`src/rtl/match_result_collector_pkg.sv`:
```
// Shared constants and state encoding for the match result collector.
// Widths follow the match_pu result interface: slot index is log2(PU_NUM),
// match length covers 0..2^MAX_MATCH_LEN_LOG2 inclusive.
package match_result_collector_pkg;

  localparam int PU_NUM             = 4;
  localparam int ADDR_W             = 16;
  localparam int MAX_MATCH_LEN_LOG2 = 8;
  localparam int LEN_W              = MAX_MATCH_LEN_LOG2 + 1;
  localparam int SLOT_W             = $clog2(PU_NUM);
  localparam int MIN_MATCH          = 3;

  typedef enum logic [1:0] {
    ST_IDLE    = 2'd0,
    ST_COLLECT = 2'd1,
    ST_HOLD    = 2'd2
  } state_t;

endpackage

```
`src/rtl/match_best_select.sv`:
```
// Purpose: combinational winner pick between the running best {len, slot}
//          and a candidate {len, slot}; longer wins, ties go to the lower slot.
// Ports:   best_len/best_slot (current), cand_len/cand_slot (candidate),
//          cand_wins, win_len/win_slot (selected pair). Latency 0, no flow control.
module match_best_select
  import match_result_collector_pkg::*;
(
  input  logic [LEN_W-1:0]  best_len,
  input  logic [SLOT_W-1:0] best_slot,
  input  logic [LEN_W-1:0]  cand_len,
  input  logic [SLOT_W-1:0] cand_slot,
  output logic              cand_wins,
  output logic [LEN_W-1:0]  win_len,
  output logic [SLOT_W-1:0] win_slot
);

  // Strict compares: an equal pair never displaces the current best.
  assign cand_wins = (cand_len > best_len) ||
                     ((cand_len == best_len) && (cand_slot < best_slot));
  assign win_len   = cand_wins ? cand_len  : best_len;
  assign win_slot  = cand_wins ? cand_slot : best_slot;

endmodule

```
`src/rtl/match_result_collector.sv`:
```
// Purpose: collect per-slot match_pu results for one head address and emit a
//          single best-match record. Latency: record valid 1 cycle after the
//          final result (1 cycle after accept for an empty mask). Backpressure:
//          results are never stalled; a finished job parks in HOLD (job_ready=0)
//          while the output register is occupied.
// Ports:   job_* (valid/ready job intake), res_* (strobe-only result stream),
//          out_* (valid/ready best-match record), err_sticky (dropped result seen).
module match_result_collector
  import match_result_collector_pkg::*;
(
  input  logic              clk,
  input  logic              rst_n,
  input  logic              job_valid,
  input  logic [ADDR_W-1:0] job_head_addr,
  input  logic [PU_NUM-1:0] job_slot_mask,
  output logic              job_ready,
  input  logic              res_valid,
  input  logic [ADDR_W-1:0] res_addr,
  input  logic [SLOT_W-1:0] res_slot_idx,
  input  logic [LEN_W-1:0]  res_match_len,
  input  logic              res_extp,
  input  logic              res_is_burst,
  input  logic              res_read_unsafe,
  output logic              out_valid,
  input  logic              out_ready,
  output logic [ADDR_W-1:0] out_head_addr,
  output logic [SLOT_W-1:0] out_slot_idx,
  output logic [LEN_W-1:0]  out_match_len,
  output logic              out_hit,
  output logic              out_extend_req,
  output logic              out_all_unsafe,
  output logic              err_sticky
);

  state_t            state;
  state_t            next_state;

  logic [ADDR_W-1:0] head_addr;
  logic [PU_NUM-1:0] pending;
  logic [LEN_W-1:0]  best_len;
  logic [SLOT_W-1:0] best_slot;
  logic              best_ext;
  logic              all_unsafe;

  logic              job_take;
  logic              load_out;
  logic              out_free;
  logic              res_take;
  logic [PU_NUM-1:0] slot_oh;
  logic [PU_NUM-1:0] pending_nxt;

  logic              cand_wins;
  logic [LEN_W-1:0]  win_len;
  logic [SLOT_W-1:0] win_slot;
  logic [LEN_W-1:0]  fold_len;
  logic [SLOT_W-1:0] fold_slot;
  logic              fold_ext;
  logic              fold_unsafe;
  logic              fold_hit;

  // A result is only usable while collecting, for this head, on a slot still owed.
  assign res_take    = res_valid && (state == ST_COLLECT) &&
                       (res_addr == head_addr) && pending[res_slot_idx];
  assign slot_oh     = {{(PU_NUM-1){1'b0}}, 1'b1} << res_slot_idx;
  assign pending_nxt = res_take ? (pending & ~slot_oh) : pending;
  assign out_free    = !out_valid || out_ready;

  match_best_select u_best (
    .best_len  (best_len),
    .best_slot (best_slot),
    .cand_len  (res_match_len),
    .cand_slot (res_slot_idx),
    .cand_wins (cand_wins),
    .win_len   (win_len),
    .win_slot  (win_slot)
  );

  // Best-so-far including the result on the wire this cycle, so the final
  // result can go straight into the output register.
  assign fold_len    = res_take ? win_len  : best_len;
  assign fold_slot   = res_take ? win_slot : best_slot;
  assign fold_ext    = (res_take && cand_wins) ? (res_extp && !res_is_burst) : best_ext;
  assign fold_unsafe = res_take ? (all_unsafe && res_read_unsafe) : all_unsafe;
  assign fold_hit    = (fold_len >= LEN_W'(MIN_MATCH));

  always_ff @(posedge clk) begin
    if (!rst_n) begin
      state <= ST_IDLE;
    end else begin
      state <= next_state;
    end
  end

  always_comb begin
    next_state = state;
    job_ready  = 1'b0;
    job_take   = 1'b0;
    load_out   = 1'b0;
    case (state)
      ST_IDLE: begin
        job_ready = 1'b1;
        if (job_valid) begin
          job_take   = 1'b1;
          next_state = ST_COLLECT;
        end
      end
      ST_COLLECT: begin
        if (pending_nxt == '0) begin
          if (out_free) begin
            load_out   = 1'b1;
            next_state = ST_IDLE;
          end else begin
            next_state = ST_HOLD;
          end
        end
      end
      ST_HOLD: begin
        if (out_free) begin
          load_out   = 1'b1;
          next_state = ST_IDLE;
        end
      end
      default: next_state = ST_IDLE;
    endcase
  end

  always_ff @(posedge clk) begin
    if (!rst_n) begin
      head_addr      <= '0;
      pending        <= '0;
      best_len       <= '0;
      best_slot      <= '0;
      best_ext       <= 1'b0;
      all_unsafe     <= 1'b1;
      out_valid      <= 1'b0;
      out_head_addr  <= '0;
      out_slot_idx   <= '0;
      out_match_len  <= '0;
      out_hit        <= 1'b0;
      out_extend_req <= 1'b0;
      out_all_unsafe <= 1'b0;
      err_sticky     <= 1'b0;
    end else begin
      if (res_valid && !res_take) begin
        err_sticky <= 1'b1;
      end

      if (job_take) begin
        head_addr  <= job_head_addr;
        pending    <= job_slot_mask;
        best_len   <= '0;
        best_slot  <= '0;
        best_ext   <= 1'b0;
        all_unsafe <= 1'b1;
      end else if (state == ST_COLLECT) begin
        pending    <= pending_nxt;
        best_len   <= fold_len;
        best_slot  <= fold_slot;
        best_ext   <= fold_ext;
        all_unsafe <= fold_unsafe;
      end

      if (out_valid && out_ready) begin
        out_valid <= 1'b0;
      end
      // In HOLD res_take is 0, so the fold_* values equal the stored best.
      if (load_out) begin
        out_valid      <= 1'b1;
        out_head_addr  <= head_addr;
        out_slot_idx   <= fold_slot;
        out_match_len  <= fold_len;
        out_hit        <= fold_hit;
        out_extend_req <= fold_ext && fold_hit;
        out_all_unsafe <= fold_unsafe;
      end
    end
  end

endmodule

```
`config.mk`:
```
export PLATFORM = sky130hd
export DESIGN_NAME = match_result_collector
export DESIGN_NICKNAME = d
export VERILOG_FILES = /design/src/rtl/match_result_collector_pkg.sv /design/src/rtl/match_best_select.sv /design/src/rtl/match_result_collector.sv
export SDC_FILE = /design/constraint.sdc
export NUM_CORES = 1
export LEC_CHECK = 0
export ABC_AREA = 1
export CORE_MARGIN = 3
export CORE_UTILIZATION = 45
export DETAILED_ROUTE_END_ITERATION = 8
export GPL_TIMING_DRIVEN = 0
export PLACE_DENSITY = 0.8
export SETUP_SLACK_MARGIN = 0.02
export SLEW_MARGIN = 40
export SYNTH_ARGS = -nofsm -noshare
export SYNTH_HDL_FRONTEND = slang
export SYNTH_SLANG_ARGS = --single-unit
```
`constraint.sdc`:
```
create_clock -name clk -period 3.1 [get_ports clk]
set_clock_uncertainty 0.15 [all_clocks]
set_input_delay 0.465 -clock clk [delete_from_list [all_inputs] [get_ports clk]]
set_output_delay 0.465 -clock clk [all_outputs]
set_load 0.05 [all_outputs]
```
# ---- Word level (Yosys, flattened, before mapping)
# Cells that the tools add are included.
dict set report totals {
  reg_bits 67
  inputBits 55
  out_inout_bits 33
  word_cells 75
}
dict set report classes {
  n_lt_le_gt_ge 4
  eq_ne 7
  n_shift 1
  n_mux 24
  bitwise 3
  n_reduce_logical 21
}
# cell count
set ops {}
lappend ops {{$mux W9} 2}
lappend ops {{$eq A16 B16 Y1} 1}
lappend ops {{$mux W2} 6}
lappend ops {{$mux W4} 3}
lappend ops {{$logic_and A1 B1 Y1} 10}
lappend ops {{$mux W1} 10}
lappend ops {{$eq A9 B9 Y1} 1}
lappend ops {{$ge A9 B2 Y1 const B} 1}
lappend ops {{$gt A9 B9 Y1} 1}
lappend ops {{$pmux W2 S3} 1}
lappend ops {{$and A4 B4 Y4} 1}
lappend ops {{$logic_not A4 Y1} 1}
lappend ops {{$ne A2 B2 Y1 const B} 2}
lappend ops {{$not A4 Y4} 1}
lappend ops {{$reduce_bool A2 Y1} 2}
lappend ops {{$shl A1 B2 Y4 const A} 1}
lappend ops {{$logic_not A1 Y1} 3}
lappend ops {{$lt A2 B3 Y1 const B} 1}
lappend ops {{$reduce_and A3 Y1} 1}
lappend ops {{$bmux W1 S2} 1}
lappend ops {{$eq A2 B1 Y1 const B} 1}
lappend ops {{$eq A2 B2 Y1 const B} 1}
lappend ops {{$logic_not A2 Y1} 1}
lappend ops {{$logic_or A1 B1 Y1} 2}
lappend ops {{other kinds (5)} 5}

# ---- Depth between registers and ports, before layout
# Gate-level depths: netlist of the first run.
dict set report logic_depth {
  ltp_word 9
  mapped_depth 18
  depth_no_buf 17
}

# ---- Modules after synthesis
# From an unflattened synthesis of the first run, not the netlist that was laid out.
dict set report unflattened {
  hier_cells 578
  area_unflattened_um2 3689.8
}
# module n_inst cells_each area_per_inst_um2 seq_area_each_um2
set by_module_without_submodules {}
lappend by_module_without_submodules {match_result_collector 1 489 3183.1 1341.3}
lappend by_module_without_submodules {match_best_select 1 89 506.7 0.0}

# ---- Worst setup path before layout of the first run
# Ideal clock, no wire load.
dict set report synth_path {
  kind {input to register}
  start {in res_match_len[4]}
  end {reg out_slot_idx[0]}
  setup_time_ns 0.116
  arrival_time_ns 2.219
  required_time_ns 2.834
  slack_ns 0.615
  stages 9
  n_path_buf 1
  cell_sequence {ha_1 -> a21o_1 -> o21ai_0 -> nand4_1 -> nand3_2 -> buf_2 -> mux2_2 -> o21ai_0 -> nor2_1}
}
dict set report synth_between {
  elab_chain_len 5
  elab_cells_between_ends 6
  cone_classes {order compare: 1; eq/ne: 1; mux: 2; reduce/logical: 2}
}
# item line_no
set synth_lines {}
lappend synth_lines {{from (decl)} match_result_collector.sv:20} ;# input logic [LEN_W-1:0] res_match_len,
lappend synth_lines {{branches (longest 2 deep; another with $gt A9 B9 Y1)} n/a}
lappend synth_lines {{$logic_or A1 B1 Y1 (*)} match_best_select.sv:18} ;# assign cand_wins = (cand_len > best_len) ||
lappend synth_lines {{$mux W2 (*)} match_best_select.sv:21} ;# assign win_slot = cand_wins ? cand_slot : best_slot;
lappend synth_lines {{$mux W2 (*)} match_result_collector.sv:81} ;# assign fold_slot = res_take ? win_slot : best_slot;
lappend synth_lines {{to (signal assigned)} match_result_collector.sv:170} ;# out_slot_idx <= fold_slot;
lappend synth_lines {{to (decl)} match_result_collector.sv:27} ;# output logic [SLOT_W-1:0] out_slot_idx,
# Mark *: on every way between the ends.
# A chain may end at the register's enable or synchronous reset.

# ---- Final worst setup path of the first run
dict set report layout_path {
  start {in res_match_len[8]}
  end {reg out_hit}
}
dict set report layout_between {
  elab_chain_len 6
  elab_cells_between_ends 7
  cone_classes {order compare: 2; eq/ne: 1; mux: 2; reduce/logical: 2}
}
# item line_no
set layout_lines {}
lappend layout_lines {{branches (longest 3 deep; another with $gt A9 B9 Y1)} n/a}
lappend layout_lines {{$mux W9 (*)} match_best_select.sv:20} ;# assign win_len = cand_wins ? cand_len : best_len;
lappend layout_lines {{$mux W9 (*)} match_result_collector.sv:80} ;# assign fold_len = res_take ? win_len : best_len;
lappend layout_lines {{$ge A9 B2 Y1 (*)} match_result_collector.sv:84} ;# assign fold_hit = (fold_len >= LEN_W'(MIN_MATCH));
lappend layout_lines {{to (signal assigned)} match_result_collector.sv:172} ;# out_hit <= fold_hit;
lappend layout_lines {{to (decl)} match_result_collector.sv:29} ;# output logic out_hit,
# Marked as above.

==> impl_metrics.py, run 1 <==
metrics = {
    "sta": {
        "finalSetupViolCount": 0,
        "worstMarginPinSlew_ns": 0.517,
        "fin_crit_sh_pct": 91.4,
        "finalHoldViolations": 0,
        "fin_crit_ns": 2.83,
        "hold-worst-slack_ns": 0.329,
        "worst_slack_ns": 0.266,
        "drv_slew": 0,
        "timing.fmax_ghz": 0.353,
        "rsz0062_at_grt": "no",
        "slew-limit-headroom_pct": 65.4,
    },
    "cells_and_area": {
        "antennaDiodeCount": 0,
        "layout_commonest_cell": "nand2_1",
        "areaGrowthSynthToFinish_pct": 34.2,
        "final_cell_mix": "137 x nand2_1, 89 x nor2_1, 87 x clkdlybuf4s50_1",
        "nNetsFinal": 687,
        "drive_above_1_share_pct": 6.73,
        "postLayoutCellArea_um2": 4650,
        "fillers": 674,
        "postLayoutCoreUtil_pct": 63.0,
    },
    "power_and_ir_drop": {
        "p_leak_nw": 2.03,
        "power_mw": 3.10,
        "cellPowerDensity_nw_per_um2": 667,
        "peakVddDrop_mv": 0.525,
    },
    "synth": {
        "ys_ff_latch": 67,
        "syn_inst": 520,
        "synth_edf_count": 0,
        "async_flop_share_pct": 0,
        "synthFlopType": "dfxtp_1",
        "postSynthNetCount": 588,
        "ys_warn_count": 0,
        "synth_area_per_cell_um2": 6.66,
        "synth_cell_types": 30,
        "syn_area_um2": 3460,
        "synth-seq-area-share_pct": 38.8,
    },
    "setup_path": {
        "cp_top_family": "simple AND/OR/NAND/NOR gates",
        "worstPathCellList": "clkdlybuf4s50_1, ha_1, nand2_1, nor2_1, nand3_1, o21bai_2, nand3_2, clkbuf_4, nand2_1, o21ai_1, nand2_1, nor2_1, nand2_1, nand2_1, a21oi_2",
        "reg2reg_setup_slack_ns": 0.39,
        "crit_buf_inv": 2,
        "slowest_delay_ns": 0.43,
        "start_kind": "input port",
        "cp_max_fo": 10,
        "crit_arrival_ns": 2.90,
        "path_class": "input port to register",
        "cp_data_required_time_ns": 3.17,
        "cp_slowest_cell": "clkdlybuf4s50_1",
        "cp-end-kind": "register",
        "timing.critical_path.mode_cell": "nand2_1",
    },
    "routing": {
        "vias_per_cell": 4.94,
        "dr_total_vias": 3573,
        "drtIter0Drc": 228,
        "drc_errors": 0,
        "wl_per_cell_um": 12.5,
        "postRouteAntennaNets": 0,
        "first_pass_iters": 5,
        "wirelength_mm": 9.02,
    },
    "clocking": {
        "clock_latency_ns": 0.34,
        "clock_tree.buffer_depth": 2,
        "clock-sinks": 67,
        "clk_pin_slew_ns": 0.07,
        "cts-htree-levels": 3,
        "cts_tree": "yes",
        "cts_hold_buffers": 0,
        "cts-buffers-inserted": 9,
        "cts_root_buffer": "clkbuf_8",
    },
    "floorplan": {
        "fp.dieW_um": 93.7,
        "die-height_um": 93.7,
        "rows": 31,
        "core_um2": 7370,
        "start_util_pct": 47.0,
        "ios": 88,
        "die_area_um2": 8780,
    },
    "grt": {
        "grt_max_degree": 11,
        "grt_util_all_layers_pct": 21.0,
        "antenna_found_initial": 0,
        "grt_pass1_wl_mm": 14.6,
        "grt_remaining_overflow": 0,
        "grt_pass1_vias": 3298,
    },
    "run": {
        "maxCapViolations": 0,
    },
    "hold_path": {
        "min_path_type": "register to register",
    },
    "placement": {
        "dpl.hpwl_mm": 7.22,
        "dpl_worst_slack_ns": -0.157,
        "globalplace.congestion": 0.913,
        "numPortBuffers": 87,
        "placed_cell_area_um2": 4460,
    },
    "run_status": {
        "status": "finished, final reports clean",
    },
}
[stage by stage]
stage	setup TNS (ns)	std cells
floorplan	0	520
global placement	-0.278	706
detailed placement	-0.411	706
CTS	0	722
global route	0	723
finish	0	723
[registers in the layout, indices dropped and copies added, names as in the netlist]
signal          count
head_addr          16
out_head_addr      16
best_len            9
out_match_len       9
pending             4
best_slot           2
out_slot_idx        2
state               2
all_unsafe          1
best_ext            1
err_sticky          1
out_all_unsafe      1
out_extend_req      1
out_hit             1
out_valid           1
[cell usage after synthesis (all sizes together) (2+ instances only)]
library cell	instances	share of area (%)
nor4	2	0.36
nand2	138	15
a21oi	35	5.7
nand4	14	2.5
ha	13	4.7
inv	67	7.3
nor2	94	11
nand3	21	4.0
o21ai	46	6.7
buf	4	1.2
dfxtp	67	39
clkbuf	11	1.2
[tightest hold or removal path, stage by stage (launching register included)]
cell,delay [ns]
dfxtp_1,0.31
nand2_1,0.06
a21oi_1,0.06
[layer usage]
layer,up-vias,global-route usage (%),part of all wire (%)
met5,-,0,0
met4,0,6.02,1.1
met3,15,6.09,6.4
met2,106,32.9,45
met1,1606,28.2,47
li1,1846,-,-
[timing repair]
item | CTS | global route
endpoints found under the setup margin | 0 | 10
resized for setup | 0 | 5
buffers inserted | 0 | 1
[cells by family (layout without fill, tap and decap cells)]
logic type	count (synthesis)	in the layout	share of synthesized area [%]
AND/OR/NAND/NOR	271	271	33.1
multiplexers	1	1	0.325
adder cells (fa/ha/maj)	13	13	4.70
flip-flops	67	67	38.8
buffers and inverters	82	186	9.69
AO/OA/AOI/OAI	86	86	13.4
[path summary, 6_finish.rpt]
kind	to	from	cells past startpoint
worst max register to register	out_head_addr[7]$_SDFFE_PN0P_	state[1]$_SDFFE_PN0P_	18
worst min-delay path	out_match_len[2]$_SDFFE_PN0P_	out_match_len[2]$_SDFFE_PN0P_	2
worst max-delay path	out_hit$_SDFFE_PN0P_	res_match_len[8]	15
worst min register to register	out_match_len[2]$_SDFFE_PN0P_	out_match_len[2]$_SDFFE_PN0P_	2
[layout make-up]
cell class | instances | area (um2) | area share (%)
Clock buffer | 14 | 163 | 3.50
Sequential cell | 67 | 1340 | 28.9
Timing Repair Buffer | 88 | 878 | 18.9
Tap cell | 99 | 124 | 2.67
Multi-Input combinational cell | 371 | 1790 | 38.5
Inverter | 67 | 251 | 5.41
Buffer | 15 | 87.6 | 1.89
Clock inverter | 2 | 10.0 | 0.215
[where the power goes]
part | internal [mW] | leakage (nW) | switching [mW]
Sequential | 1.02 | 0.547 | 0.0919
Clock | 0.332 | 0.0905 | 0.310
Combinational | 0.466 | 1.40 | 0.879
Total | 1.82 | 2.03 | 1.28
No activity file was read; power rests on OpenSTA's default activity.
==> run 2: changes to the inputs <==
--- a/config.mk
+++ b/config.mk
@@ -10,7 +10,7 @@
 export CORE_UTILIZATION = 45
 export DETAILED_ROUTE_END_ITERATION = 8
 export GPL_TIMING_DRIVEN = 0
-export PLACE_DENSITY = 0.8
+export PLACE_DENSITY = 0.74
 export SETUP_SLACK_MARGIN = 0.02
 export SLEW_MARGIN = 40
 export SYNTH_ARGS = -nofsm -noshare
==> run 2 against run 1 <==
First-iteration DRC count fell by 19%. Final area grew 0.57%. Hold slack worse by 0.013 ns. Global-route usage grew 0.92 points. Routed wire length rose by 3.9%. Total power is 2.8% higher. Non-clock buffer count stayed put. Register-to-register slack got worse by 0.10 ns. Combinational power barely moved. Critical path type unchanged. Critical endpoint unchanged. Largest cell class unchanged. Highest routed layer unchanged.
==> impl_metrics.py, run 2 (synthesized netlist as in run 1, its figures left out) <==
metrics = {
    "placement": {
        "globalplace.congestion": 0.853,
        "numPortBuffers": 87,
        "dpl_worst_slack_ns": -0.221,
        "placed_cell_area_um2": 4460,
        "place_inst": 706,
        "dpl.hpwl_mm": 7.35,
    },
    "sta": {
        "slew-limit-headroom_pct": 65.2,
        "finalSetupViolCount": 0,
        "fin_crit_sh_pct": 93.2,
        "worst_slack_ns": 0.209,
        "worstMarginPinSlew_ns": 0.522,
        "fin_crit_ns": 2.89,
        "timing.fmax_ghz": 0.346,
        "drv_slew": 0,
        "setup_tns_ns": 0,
        "hold-worst-slack_ns": 0.316,
        "finalHoldViolations": 0,
    },
    "clocking": {
        "clock_latency_ns": 0.34,
        "clk_pin_slew_ns": 0.07,
        "clock-sinks": 67,
        "cts-buffers-inserted": 9,
        "cts-htree-levels": 3,
        "clock_tree.buffer_depth": 2,
        "cts_root_buffer": "clkbuf_8",
        "cts_tree": "yes",
    },
    "routing": {
        "first_pass_iters": 5,
        "wl_per_cell_um": 13.0,
        "drtIter0Drc": 185,
        "dr_total_vias": 3602,
        "wirelength_mm": 9.37,
        "vias_per_cell": 4.98,
        "postRouteAntennaNets": 0,
        "drc_errors": 0,
    },
    "run_status": {
        "status": "finished, final reports clean",
    },
    "run": {
        "maxCapViolations": 0,
    },
    "setup_path": {
        "cp_slowest_cell": "clkdlybuf4s50_1",
        "cp-end-kind": "register",
        "timing.critical_path.mode_cell": "nand2_1",
        "path_class": "input port to register",
        "cp_max_fo": 10,
        "worstPathCellList": "clkdlybuf4s50_1, ha_1, nand2_1, nor2_1, nand3_1, o21bai_2, nand3_2, clkbuf_4, nand2_1, nand2_1, nand3_1, nor2_1, nand2_1, nand2_1, a21oi_2",
        "crit_arrival_ns": 2.95,
        "slowest_delay_ns": 0.42,
        "cp_data_required_time_ns": 3.16,
        "start_kind": "input port",
    },
    "floorplan": {
        "start_util_pct": 47.0,
        "die-height_um": 93.7,
        "ios": 88,
        "core_um2": 7370,
        "rows": 31,
        "fp.dieW_um": 93.7,
        "die_area_um2": 8780,
    },
    "cells_and_area": {
        "stdcell_count": 723,
        "nNetsFinal": 687,
        "reg_top3": "head_addr: 16 flops, out_head_addr: 16 flops",
        "postLayoutCoreUtil_pct": 63.4,
        "final_cell_mix": "137 x nand2_1, 89 x nor2_1, 86 x clkdlybuf4s50_1",
        "antennaDiodeCount": 0,
        "postLayoutCellArea_um2": 4670,
        "layout_commonest_cell": "nand2_1",
        "areaGrowthSynthToFinish_pct": 35.0,
        "drive_above_1_share_pct": 6.89,
    },
    "grt": {
        "antenna_found_initial": 0,
        "grt_util_all_layers_pct": 22.0,
        "grt_remaining_overflow": 0,
        "grt_pass1_wl_mm": 15.3,
        "grt_max_degree": 12,
        "grt_pass1_vias": 3365,
    },
    "power_and_ir_drop": {
        "cellPowerDensity_nw_per_um2": 682,
        "peakVddDrop_mv": 0.509,
        "p_leak_nw": 2.05,
        "power_mw": 3.19,
    },
    "hold_path": {
        "min_path_type": "register to register",
    },
}
[run 2: cell count changes in the layout (fill, tap and decap cells not counted), sizes merged]
| cell | before | now |
|---|---|---|
| bufinv | 0 | 1 |
| clkbuf | 26 | 23 |
| clkdlybuf4s50 | 87 | 86 |
| clkinv | 2 | 3 |
| clkinvlp | 0 | 1 |
| dlymetal6s2s | 0 | 1 |
[run 2: final cells by class]
cell class	count	area, um2
plain buffers	15	87.6
clock buffers	11	141
clock inverters	5	52.6
fillers	719	2700
inverters	67	251
multi-input cells	371	1790
flip-flops and latches	67	1340
well taps	99	124
repair buffers	88	881
[run 2: where the power goes]
part / switching, mW / internal, mW / leakage (nW)
Sequential: 0.0924 / 1.02 / 0.547
Clock: 0.332 / 0.390 / 0.0991
Combinational: 0.887 / 0.466 / 1.41
[run 2: per-layer routing]
metal	routed length [um]	GRT usage, %	part of all wire (%)	up-vias
met5	0	0	0	-
met4	116	8.06	1.2	0
met3	611	3.53	6.5	11
met2	4280	34.4	46	112
met1	4370	30.4	47	1634
li1	-	-	-	1845
[run 2: path summary, 6_finish.rpt]
path,startpoint,end,slack [ns],depth (start not counted)
min,out_match_len[3]$_SDFFE_PN0P_,out_match_len[3]$_SDFFE_PN0P_,0.32,2
min reg2reg,out_match_len[3]$_SDFFE_PN0P_,out_match_len[3]$_SDFFE_PN0P_,0.32,2
max reg2reg,state[1]$_SDFFE_PN0P_,out_slot_idx[1]$_SDFFE_PN0P_,0.29,18
max,res_match_len[8],out_hit$_SDFFE_PN0P_,0.21,15
[run 2: what timing repair did]
action,in CTS,in global routing
buffers inserted,0,1
gates resized for setup,0,7
hold endpoints to repair,0,0
hold buffers,0,0
setup endpoints to repair,0,6
[run 2: worst max-delay path, delay by kind of cell]
family,cells,cell delay (ns)
AO/OA/AOI/OAI,2,0.32
adder cells (fa/ha/maj),1,0.31
buffers and inverters,2,0.65
AND/OR/NAND/NOR,10,1.19
==> run 3: changes to the inputs <==
--- a/config.mk
+++ b/config.mk
@@ -7,10 +7,10 @@
 export LEC_CHECK = 0
 export ABC_AREA = 1
 export CORE_MARGIN = 3
-export CORE_UTILIZATION = 45
+export CORE_UTILIZATION = 40
 export DETAILED_ROUTE_END_ITERATION = 8
 export GPL_TIMING_DRIVEN = 0
-export PLACE_DENSITY = 0.74
+export PLACE_DENSITY = 0.67
 export SETUP_SLACK_MARGIN = 0.02
 export SLEW_MARGIN = 40
 export SYNTH_ARGS = -nofsm -noshare
==> run 3 against run 2 <==
Final cell count grew 0.69%. Critical endpoint unchanged. Fmax up 0.95%. Critical path depth decreased by 1. Critical path type unchanged.
==> impl_metrics.py, run 3 (synthesized netlist as in run 1, its figures left out) <==
metrics = {
    "clocking": {
        "cts-buffers-inserted": 9,
        "cts_root_buffer": "clkbuf_8",
        "cts_hold_buffers": 0,
        "clock_tree.buffer_depth": 2,
        "clock-sinks": 67,
        "cts_tree": "yes",
        "clk_pin_slew_ns": 0.07,
        "cts-htree-levels": 3,
        "clock_latency_ns": 0.34,
    },
    "power_and_ir_drop": {
        "power_mw": 3.18,
        "p_leak_nw": 2.04,
        "cellPowerDensity_nw_per_um2": 680,
        "peakVddDrop_mv": 0.533,
    },
    "sta": {
        "setup_tns_ns": 0,
        "finalHoldViolations": 0,
        "worstMarginPinSlew_ns": 0.515,
        "finalSetupViolCount": 0,
        "drv_slew": 0,
        "fin_crit_ns": 2.86,
        "slew-limit-headroom_pct": 65.7,
        "rsz0062_at_grt": "no",
        "fin_crit_sh_pct": 92.4,
        "hold-worst-slack_ns": 0.320,
        "timing.fmax_ghz": 0.349,
    },
    "cells_and_area": {
        "layout_commonest_cell": "nand2_1",
        "drive_above_1_share_pct": 6.74,
        "antennaDiodeCount": 0,
        "final_cell_mix": "137 x nand2_1, 88 x nor2_1, 87 x clkdlybuf4s50_1",
        "areaGrowthSynthToFinish_pct": 35.2,
        "nNetsFinal": 687,
        "reg_top3": "head_addr: 16 flops, out_head_addr: 16 flops",
    },
    "setup_path": {
        "start_kind": "input port",
        "reg2reg_setup_slack_ns": 0.36,
        "cp_max_fo": 10,
        "r2r_end": "out_head_addr[15]$_SDFFE_PN0P_",
        "crit_arrival_ns": 2.92,
        "cp-end-kind": "register",
        "path_class": "input port to register",
        "r2r_cells": 18,
        "cp_data_required_time_ns": 3.16,
        "timing.rr.start": "state[1]$_SDFFE_PN0P_",
    },
    "floorplan": {
        "die_area_um2": 9800,
        "rows": 33,
        "fp.dieW_um": 99.0,
        "start_util_pct": 41.7,
        "core_um2": 8300,
        "die-height_um": 99.0,
        "ios": 88,
    },
    "hold_path": {
        "hold_path_depth": 2,
        "hold_end": "out_match_len[3]$_SDFFE_PN0P_",
        "min_path_type": "register to register",
        "worstHoldStart": "out_match_len[3]$_SDFFE_PN0P_",
    },
    "routing": {
        "drtIter0Drc": 123,
        "wl_per_cell_um": 12.7,
        "dr_total_vias": 3520,
        "first_pass_iters": 4,
        "vias_per_cell": 4.84,
        "postRouteAntennaNets": 0,
        "drc_errors": 0,
        "wirelength_mm": 9.23,
    },
    "placement": {
        "globalplace.congestion": 0.936,
        "dpl.hpwl_mm": 7.33,
        "numPortBuffers": 87,
    },
    "grt": {
        "grt_remaining_overflow": 0,
        "grt_max_degree": 11,
        "grt_pass1_wl_mm": 15.4,
        "grt_pass1_vias": 3293,
        "grt_util_all_layers_pct": 19.4,
        "antenna_found_initial": 0,
    },
    "run_status": {
        "status": "finished, final reports clean",
    },
    "run": {
        "maxCapViolations": 0,
    },
}
## run 3: worst max path at each step
| stage | startpoint | end | cells after the start |
|---|---|---|---|
| floorplan | res_match_len[4] | out_slot_idx[0]$_SDFFE_PN0P_ | 9 |
| global placement | res_match_len[4] | out_hit$_SDFFE_PN0P_ | 14 |
| detailed placement | res_match_len[4] | out_hit$_SDFFE_PN0P_ | 14 |
| CTS | res_match_len[4] | out_hit$_SDFFE_PN0P_ | 14 |
| global route | state[1]$_SDFFE_PN0P_ | out_head_addr[11]$_SDFFE_PN0P_ | 18 |
| finish | res_match_len[4] | out_hit$_SDFFE_PN0P_ | 14 |
## run 3: through the flow
stage | cells | setup slack (ns) | cell area [um2] | utilization (%)
final | 728 | 0.237 | 4680 | 56.4
after floorplan | 520 | 0.615 | 3460 | -
after detailed placement | 712 | -0.238 | 4460 | 53.8
after global routing | 728 | 0.0237 | 4680 | 56.4
after CTS | 727 | 0.108 | 4660 | 56.1
after global placement | 712 | -0.173 | 4460 | 53.8
## run 3: critical path, stage by stage
cell	delay [ns]
clkdlybuf4s50_1	0.43
ha_1	0.32
a21o_1	0.18
o21ai_0	0.24
nand4_1	0.19
nand3_2	0.19
clkbuf_4	0.23
nand2_1	0.10
nand2_1	0.09
nand3_1	0.11
nor2_1	0.10
nand2_1	0.12
nand2_1	0.11
a21oi_2	0.05
## run 3: power breakdown
| group | total (mW) | switching [mW] | internal, mW |
|---|---|---|---|
| Combinational | 1.35 | 0.883 | 0.465 |
| Clock | 0.726 | 0.315 | 0.411 |
| Sequential | 1.11 | 0.0889 | 1.02 |
| Total | 3.18 | 1.29 | 1.90 |
## run 3: routing by layer
layer	up-vias	track usage, %	wire (um)
met2	88	29.4	4120
met4	0	6.62	99
met1	1573	27.5	4450
li1	1847	-	-
met3	12	3.82	556
met5	-	0	0
## run 3: timing repair
item,4_1_cts,5_1_grt
setup buffers,0,1
gates resized for setup,0,7
endpoints found under the setup margin,0,5
## run 3: area by class of cell
class | instances | area, um2
inverters | 67 | 251
clock buffers | 13 | 159
flip-flops and latches | 67 | 1340
clock inverters | 2 | 35.0
plain buffers | 15 | 87.6
multi-input cells | 371 | 1800
well taps | 105 | 131
repair buffers | 88 | 878
fillers | 836 | 3620
